===== src/rtl/pin_entry.sv =====
// pin_entry: keypad-side PIN assembler.
//   Collects four BCD digits from a strobed keypad, supports backspace,
//   clear and enter, and presents the packed PIN (first digit in [15:12])
//   to the gate controller over a valid/ready handshake. An entry left
//   idle for TIMEOUT_CYCLES cycles is dropped.
// Ports:
//   clk        system clock (rising edge)
//   rst        asynchronous reset, active low
//   key        key code: 0-9 digit, B backspace, C clear, E enter
//   key_vld    one-cycle key strobe
//   pass_rdy   consumer accepts pass
//   pass       packed PIN, non-zero only while pass_vld is high
//   pass_vld   pass valid, held stable until accepted
//   digit_cnt  digits currently buffered (0..4)
//   entry_err  one-cycle pulse: enter with fewer than 4 digits
//   timeout    one-cycle pulse: entry abandoned for inactivity
module pin_entry #(
  parameter int unsigned TIMEOUT_CYCLES = 255
) (
  input  logic        clk,
  input  logic        rst,
  input  logic [3:0]  key,
  input  logic        key_vld,
  input  logic        pass_rdy,
  output logic [15:0] pass,
  output logic        pass_vld,
  output logic [2:0]  digit_cnt,
  output logic        entry_err,
  output logic        timeout
);

  localparam logic [1:0] S_IDLE    = 2'd0;
  localparam logic [1:0] S_ENTRY   = 2'd1;
  localparam logic [1:0] S_PRESENT = 2'd2;

  // Expiry is detected one count early so the pulse lands exactly
  // TIMEOUT_CYCLES cycles after the last key edge.
  localparam logic [15:0] TMR_LAST = 16'(TIMEOUT_CYCLES - 1);

  logic [1:0]  state_q, state_d;
  logic [15:0] buf_q, buf_d;
  logic [2:0]  cnt_q, cnt_d;
  logic [15:0] pass_q, pass_d;
  logic        vld_q, vld_d;
  logic        err_q, err_d;
  logic        to_q, to_d;
  logic [15:0] tmr_q, tmr_d;

  logic is_dig, is_bs, is_clr, is_ent, is_key;

  assign is_dig = key_vld && (key <= 4'h9);
  assign is_bs  = key_vld && (key == 4'hB);
  assign is_clr = key_vld && (key == 4'hC);
  assign is_ent = key_vld && (key == 4'hE);
  // Unrecognised codes are not key events: they neither act nor reload the timer.
  assign is_key = is_dig || is_bs || is_clr || is_ent;

  always_comb begin
    state_d = state_q;
    buf_d   = buf_q;
    cnt_d   = cnt_q;
    pass_d  = pass_q;
    vld_d   = vld_q;
    err_d   = 1'b0;
    to_d    = 1'b0;
    tmr_d   = 16'd0;
    case (state_q)
      S_IDLE: begin
        if (is_dig) begin
          buf_d   = {12'h000, key};
          cnt_d   = 3'd1;
          state_d = S_ENTRY;
        end else if (is_ent) begin
          err_d = 1'b1;
        end
      end
      S_ENTRY: begin
        if (is_key) begin
          // Any recognised key, even an ignored fifth digit, counts as activity.
          if (is_dig) begin
            if (cnt_q < 3'd4) begin
              buf_d = {buf_q[11:0], key};
              cnt_d = cnt_q + 3'd1;
            end
          end else if (is_bs) begin
            buf_d = {4'h0, buf_q[15:4]};
            cnt_d = cnt_q - 3'd1;
            if (cnt_q == 3'd1) state_d = S_IDLE;
          end else if (is_clr) begin
            buf_d   = 16'h0000;
            cnt_d   = 3'd0;
            state_d = S_IDLE;
          end else begin
            if (cnt_q == 3'd4) begin
              pass_d  = buf_q;
              vld_d   = 1'b1;
              state_d = S_PRESENT;
            end else begin
              err_d   = 1'b1;
              buf_d   = 16'h0000;
              cnt_d   = 3'd0;
              state_d = S_IDLE;
            end
          end
        end else if (tmr_q == TMR_LAST) begin
          to_d    = 1'b1;
          buf_d   = 16'h0000;
          cnt_d   = 3'd0;
          state_d = S_IDLE;
        end else begin
          tmr_d = tmr_q + 16'd1;
        end
      end
      S_PRESENT: begin
        // Keys are dropped here; only the handshake moves us on.
        if (pass_rdy) begin
          pass_d  = 16'h0000;
          vld_d   = 1'b0;
          buf_d   = 16'h0000;
          cnt_d   = 3'd0;
          state_d = S_IDLE;
        end
      end
      default: begin
        state_d = S_IDLE;
        buf_d   = 16'h0000;
        cnt_d   = 3'd0;
        pass_d  = 16'h0000;
        vld_d   = 1'b0;
      end
    endcase
  end

  always_ff @(posedge clk or negedge rst) begin
    if (!rst) begin
      state_q <= S_IDLE;
      buf_q   <= 16'h0000;
      cnt_q   <= 3'd0;
      pass_q  <= 16'h0000;
      vld_q   <= 1'b0;
      err_q   <= 1'b0;
      to_q    <= 1'b0;
      tmr_q   <= 16'd0;
    end else begin
      state_q <= state_d;
      buf_q   <= buf_d;
      cnt_q   <= cnt_d;
      pass_q  <= pass_d;
      vld_q   <= vld_d;
      err_q   <= err_d;
      to_q    <= to_d;
      tmr_q   <= tmr_d;
    end
  end

  assign pass      = pass_q;
  assign pass_vld  = vld_q;
  assign digit_cnt = cnt_q;
  assign entry_err = err_q;
  assign timeout   = to_q;

endmodule


===== config.mk =====
export PLATFORM = sky130hd
export DESIGN_NAME = pin_entry
export DESIGN_NICKNAME = d
export VERILOG_FILES = /design/src/rtl/pin_entry.sv
export SDC_FILE = /design/constraint.sdc
export NUM_CORES = 1
export LEC_CHECK = 0
export CAP_MARGIN = 20
export CELL_PAD_IN_SITES_DETAIL_PLACEMENT = 1
export CELL_PAD_IN_SITES_GLOBAL_PLACEMENT = 1
export CORE_UTILIZATION = 47
export CTS_BUF_LIST = sky130_fd_sc_hd__clkbuf_16
export CTS_CLUSTER_SIZE = 24
export DETAILED_ROUTE_END_ITERATION = 12
export PLACE_DENSITY_LB_ADDON = 0.25
export SLEW_MARGIN = 20
export SYNTH_ARGS = -nofsm -noshare
export SYNTH_HDL_FRONTEND = slang
export SYNTH_SLANG_ARGS = --single-unit

===== constraint.sdc =====
create_clock -name clk -period 4 [get_ports clk]
set_clock_uncertainty 0.05 [all_clocks]
set_input_delay 1 -clock clk [delete_from_list [all_inputs] [get_ports clk]]
set_output_delay 1 -clock clk [all_outputs]
set_load 0.01 [all_outputs]

# After elaboration in Yosys (flattened, before gate mapping)
# Index checks and enable logic that the tools add are counted.
[totals] word_cells=102 reg_bits=56 in_bits=8 output_inout_bits=22
[op_classes] mux=57 addsub=3 order_cmp=2 n_bitwise=1 reduce_logical=11 eq_ne=20
[ops] op="2-to-1 mux 16 bit" count=17
[ops] op="one-hot mux 16 bit (3 select lines)" count=2
[ops] op="2-to-1 mux 3 bit" count=9
[ops] op="2-to-1 mux 2 bit" count=9
[ops] op="adder 16 x 1 -> 16 bit (second input constant)" count=1
[ops] op="equality test 16 x 8 -> 1 bit (second input constant)" count=1
[ops] op="2-to-1 mux 1 bit" count=16
[ops] op="inequality test 2 bit (second input constant)" count=7
[ops] op="equality test 4 bit (second input constant)" count=3
[ops] op="AND reduction 5 bit" count=2
[ops] op="one-hot mux 3 bit (3 select lines)" count=1
[ops] op="inequality test 4 bit (second input constant)" count=2
[ops] op="AND reduction 7 bit" count=1
[ops] op="inequality test 3 bit (second input constant)" count=2
[ops] op="inequality test 6 bit (second input constant)" count=1
[ops] op="one-hot mux 2 bit (3 select lines)" count=1
[ops] op="<= comparator 4 bit (second input constant)" count=1
[ops] op="logical AND 1 bit" count=4
[ops] op="adder 3 x 1 -> 3 bit (second input constant)" count=1
[ops] op="equality test 3 x 1 -> 1 bit (second input constant)" count=1
[ops] op="equality test 3 bit (second input constant)" count=1
[ops] op="logical OR 1 bit" count=3
[ops] op="less-than comparator 3 bit (second input constant)" count=1
[ops] op="one-hot mux 1 bit (3 select lines)" count=1
[ops] op="6 further kinds" count=6

# Logic depth before layout (Yosys ltp)
[depth] ltp_word=7 ltp_mapped=9 mapped_depth_nobuf=7

# Worst setup path before layout
# OpenSTA, ideal clock, no wires.
[synth_timing] path_type="input -> register" from="input port key[2]" to="register cnt_q[1] (netlist: digit_cnt[1])" t_required_ps=3855 setup_ps=95 cell_stages=8 t_arrival_ps=2170 setup_slack_ps=1685 n_path_buf=3 cell_sequence="buf_2 > nor3b_1 > o221ai_2 > o211ai_2 > buf_6 > buf_2 > nand2_1 > o31ai_1"
[synth_between] elab_chain_cells=7 word_cells_on_any_way=21 cone_classes="order compare: 1; eq/ne: 7; mux: 5; reduce/logical: 8"
[synth_lines] item="from (decl)" line_no="22" text="input logic [3:0] key,"
[synth_lines] item="<= comparator 4 bit (tied with other cells)" line_no="51" text="assign is_dig = key_vld && (key <= 4'h9);"
[synth_lines] item="logical AND 1 bit, on equally long branches" line_no="51, 52, 53"
[synth_lines] item="logical OR 1 bit / 2-to-1 mux 3 bit (equally long branches)" line_no="56, 89"
[synth_lines] item="logical OR 1 bit / 2-to-1 mux 3 bit (equally long branches)" line_no="56, 85"
[synth_lines] item="logical OR 1 bit / 2-to-1 mux 3 bit (equally long branches)" line_no="56, 80"
[synth_lines] item="inequality test 6 bit (no source line) (tied with other cells)"
[synth_lines] item="AND reduction 5 bit (no source line) / one-hot mux 3 bit (3 select lines) (equally long branches)"
[synth_lines] item="to (signal assigned)" line_no="147" text="cnt_q <= cnt_d;"
[synth_lines] item="to (decl)" line_no="42" text="logic [2:0] cnt_q, cnt_d;"
# Parallel ways exist; a longest one is shown, timed or not.
# A chain may end at the register's enable or synchronous reset.

# Final worst setup path
[layout_timing] from="input port key[2]" to="register buf_q[12]"
[layout_between] elab_chain_cells=7 word_cells_on_any_way=21 cone_classes="order compare: 1; eq/ne: 7; mux: 5; reduce/logical: 8"
[layout_lines] item="<= comparator 4 bit (tied with other cells)" line_no="51"
[layout_lines] item="logical AND 1 bit, on equally long branches" line_no="51, 52, 53"
[layout_lines] item="logical OR 1 bit / 2-to-1 mux 16 bit (equally long branches)" line_no="56, 89"
[layout_lines] item="logical OR 1 bit / 2-to-1 mux 16 bit (equally long branches)" line_no="56, 85"
[layout_lines] item="logical OR 1 bit / 2-to-1 mux 16 bit (equally long branches)" line_no="56, 80"
[layout_lines] item="inequality test 6 bit (no source line) (tied with other cells)"
[layout_lines] item="AND reduction 5 bit (no source line) / one-hot mux 16 bit (3 select lines) (equally long branches)"
[layout_lines] item="to (signal assigned)" line_no="146" text="buf_q <= buf_d;"
[layout_lines] item="to (decl)" line_no="41" text="logic [15:0] buf_q, buf_d;"
# Parallel ways exist; a longest one is shown, timed or not.

==> flow_summary.json <==
{
  "status": "completed",
  "max_freq_mhz": 319,
  "holdBufCountCts": 0,
  "worst-setup-path-type": "input port to register",
  "via_per_inst": 5.72,
  "p_clk_share_pct": 35.2,
  "min_path_type": "register to register",
  "port-buffer-count": 29,
  "track_usage_pct": 22.9,
  "yosysWarnings": 0,
  "coreArea_um2": 5890,
  "seqPwrFrac_pct": 51.2,
  "pre_cts_ws_ps": 569,
  "cts-root-buf": "clkbuf_16",
  "power_density_nw_per_um2": 365,
  "yosys.area.top_type": "dfrtp_1",
  "yosys-top-cells-count": "nand2_1, dfrtp_1, mux2i_1",
  "netlist.area_leader.share_pct": 49.1,
  "drt_iter0_markers": 133,
  "final_util_pct": 56.3,
  "cp-end-kind": "register",
  "power.total_mw": 1.21,
  "dpl-instance-area_um2": 3170,
  "grt_pass1_vias": 2323,
  "syn_to_final_growth_pct": 16.1,
  "setup_ws_ps": 869,
  "hold_violations": 0,
  "cts_resized": 0,
  "pwr-share-comb_pct": 13.7,
  "p_switching_mw": 0.329,
  "wl_per_cell_um": 16.6,
  "clk_latency_ps": 300,
  "setup_violations": 0,
  "synth_area_um2": 2850,
  "post_cts_buffers": 0,
  "dp_hpwl_um": 4460,
  "grt_pass1_wl_um": 11200,
  "synth.avg_cell_area_um2": 9.87,
  "drv_slew": 0,
  "syn_nets": 303,
  "max_cap_viol_count": 0,
  "clock_sinks": 56,
  "grt-ovfl-total": 0,
  "cts_buffer_depth": 2,
  "drc": 0,
  "start_util_pct": 48.5,
  "period_minus_slack_ps": 3130,
  "clk_pin_slew_worst_paths_ps": 70,
  "synth_area_leaders": "dfrtp_1, nand2_1, mux2i_1",
  "p_leak_nw": 1.51,
  "multi_input_area_um2": 1320,
  "swShare_pct": 27.2,
  "cts_tree": "yes",
  "seqCellArea_um2": 1400,
  "gp_congestion": 0.847,
  "nFillCells": 659,
  "holdPathStages": 1,
  "synth_edf_count": 0,
  "cp_max_fo": 22,
  "cp.required_ps": 4120,
  "dieArea_um2": 6380,
  "rows": 28,
  "synth-seq-cells": 56,
  "antenna_found_initial": 0,
  "io_pins": 30,
  "start_kind": "input port",
  "grt_max_degree": 42,
  "nNetsFinal": 325,
  "diodes": 0,
  "die_y_um": 79.9,
  "max_slew_margin_pct": 37.6,
  "syn_inst": 289,
  "internal_power_mw": 0.880,
  "ant_nets": 0,
  "min_period_over_period_pct": 78.3,
  "tns_ps": 0,
  "synthFlopType": "dfrtp_1",
  "seq_area_frac_synth_pct": 49.1,
  "dr.pass1.iters": 4,
  "async_reset_ff_share_pct": 100,
  "yosysMostFrequentCell": "nand2_1",
  "ir_worst_vdd_mv": 0.186,
  "worstMarginPinSlew_ps": 936,
  "rr_worst_depth": 5,
  "rsz0062_at_grt": "false",
  "synth.distinct_cells": 44,
  "crit_arrival_ps": 3250,
  "cts_buffers": 5,
  "finalInstanceArea_um2": 3310,
  "cts_max_level": 2,
  "wl_um": 6440,
  "drive_above_1_share_pct": 6.09,
  "chipWidth_um": 79.9,
  "num_vias": 2212
}
path summary, 6_finish.rpt:
path	from	to	slack (ps)
worst max-delay path	key[2]	buf_q[12]$_DFFE_PN0P_	870
worst min-delay path	tmr_q[0]$_DFF_PN0_	tmr_q[0]$_DFF_PN0_	470
worst max register to register	state_q[0]$_DFFE_PN0P_	buf_q[12]$_DFFE_PN0P_	1580
worst min register to register	tmr_q[0]$_DFF_PN0_	tmr_q[0]$_DFF_PN0_	470
max in group asynchronous	rst	buf_q[14]$_DFFE_PN0P_	2310
min in group asynchronous	rst	pass[12]$_DFFE_PN0P_	790
cells by family after synthesis:
logic type                 count (synthesis)  share of synthesized area, %
muxes                                     18                          6.32
xor gates and xnor gates                  14                          4.30
AOI/OAI and AO/OA                         49                          13.3
and+or+nand+nor                          118                          19.6
buffers and inverters                     28                          4.78
DFF                                       56                          49.1
adders and majority gates                  6                          2.63
cell type report:
| class | instances | share of cell area (%) |
|---|---|---|
| Sequential cell | 56 | 42.3 |
| Inverter | 9 | 1.02 |
| Timing Repair Buffer | 34 | 9.75 |
| Tap cell | 75 | 2.83 |
| Multi-Input combinational cell | 205 | 39.8 |
| Clock inverter | 3 | 0.454 |
| Clock buffer | 5 | 3.78 |
critical path, cell delays in order:
cell and delay [ps]:
clkdlybuf4s50_1 580, nor3b_1 330, o221ai_2 180, o211ai_2 640, buf_4 370, o21ai_0 140
metrics by stage:
stage | hold WS, ps | std cells
6_report | 470 | 387
5_1_grt | 497 | 387
4_1_cts | 471 | 387
3_5_place_dp | 457 | 379
3_3_place_gp | 449 | 379
2_1_floorplan | 417 | 289
power by group through the flow:
stage	Combinational (mW)	Clock [mW]	Sequential, mW
2_1_floorplan	0.112	0	0.620
4_1_cts	0.168	0.435	0.619
3_3_place_gp	0.161	0	0.629
3_5_place_dp	0.167	0	0.629
6_report	0.166	0.425	0.619
5_1_grt	0.186	0.456	0.623
routing by layer:
| metal | global-route usage [%] | up-vias | part of all wire (%) |
|---|---|---|---|
| met2 | 37.9 | 35 | 50 |
| li1 | - | 1041 | - |
| met1 | 29.8 | 1128 | 45 |
| met4 | 7.68 | 0 | 1.4 |
| met3 | 4.69 | 8 | 3.4 |
| met5 | 0 | - | 0 |
flip-flops by register name (all words and copies together), names as in the netlist:
register,count
tmr_q,16
entry_err,1
buf_q,16
pass,16
state_q,2
timeout,1
digit_cnt,3
pass_vld,1
cells in the final DEF (no fill, tap or decap), drive strengths merged, types with 4 or more instances in the layout:
cell type and count:
nand2 62, dfrtp 56, clkdlybuf4s50 28, mux2i 18, nor2 17, o21ai 13
xor2 11, inv 10, o31ai 10, nand3 8, a22oi 8, ha 6
buf 6, and3 5, clkbuf 5, nand2b 4, nor2b 4, and4 4
Note: power is estimated with default switching activity, not from simulation.
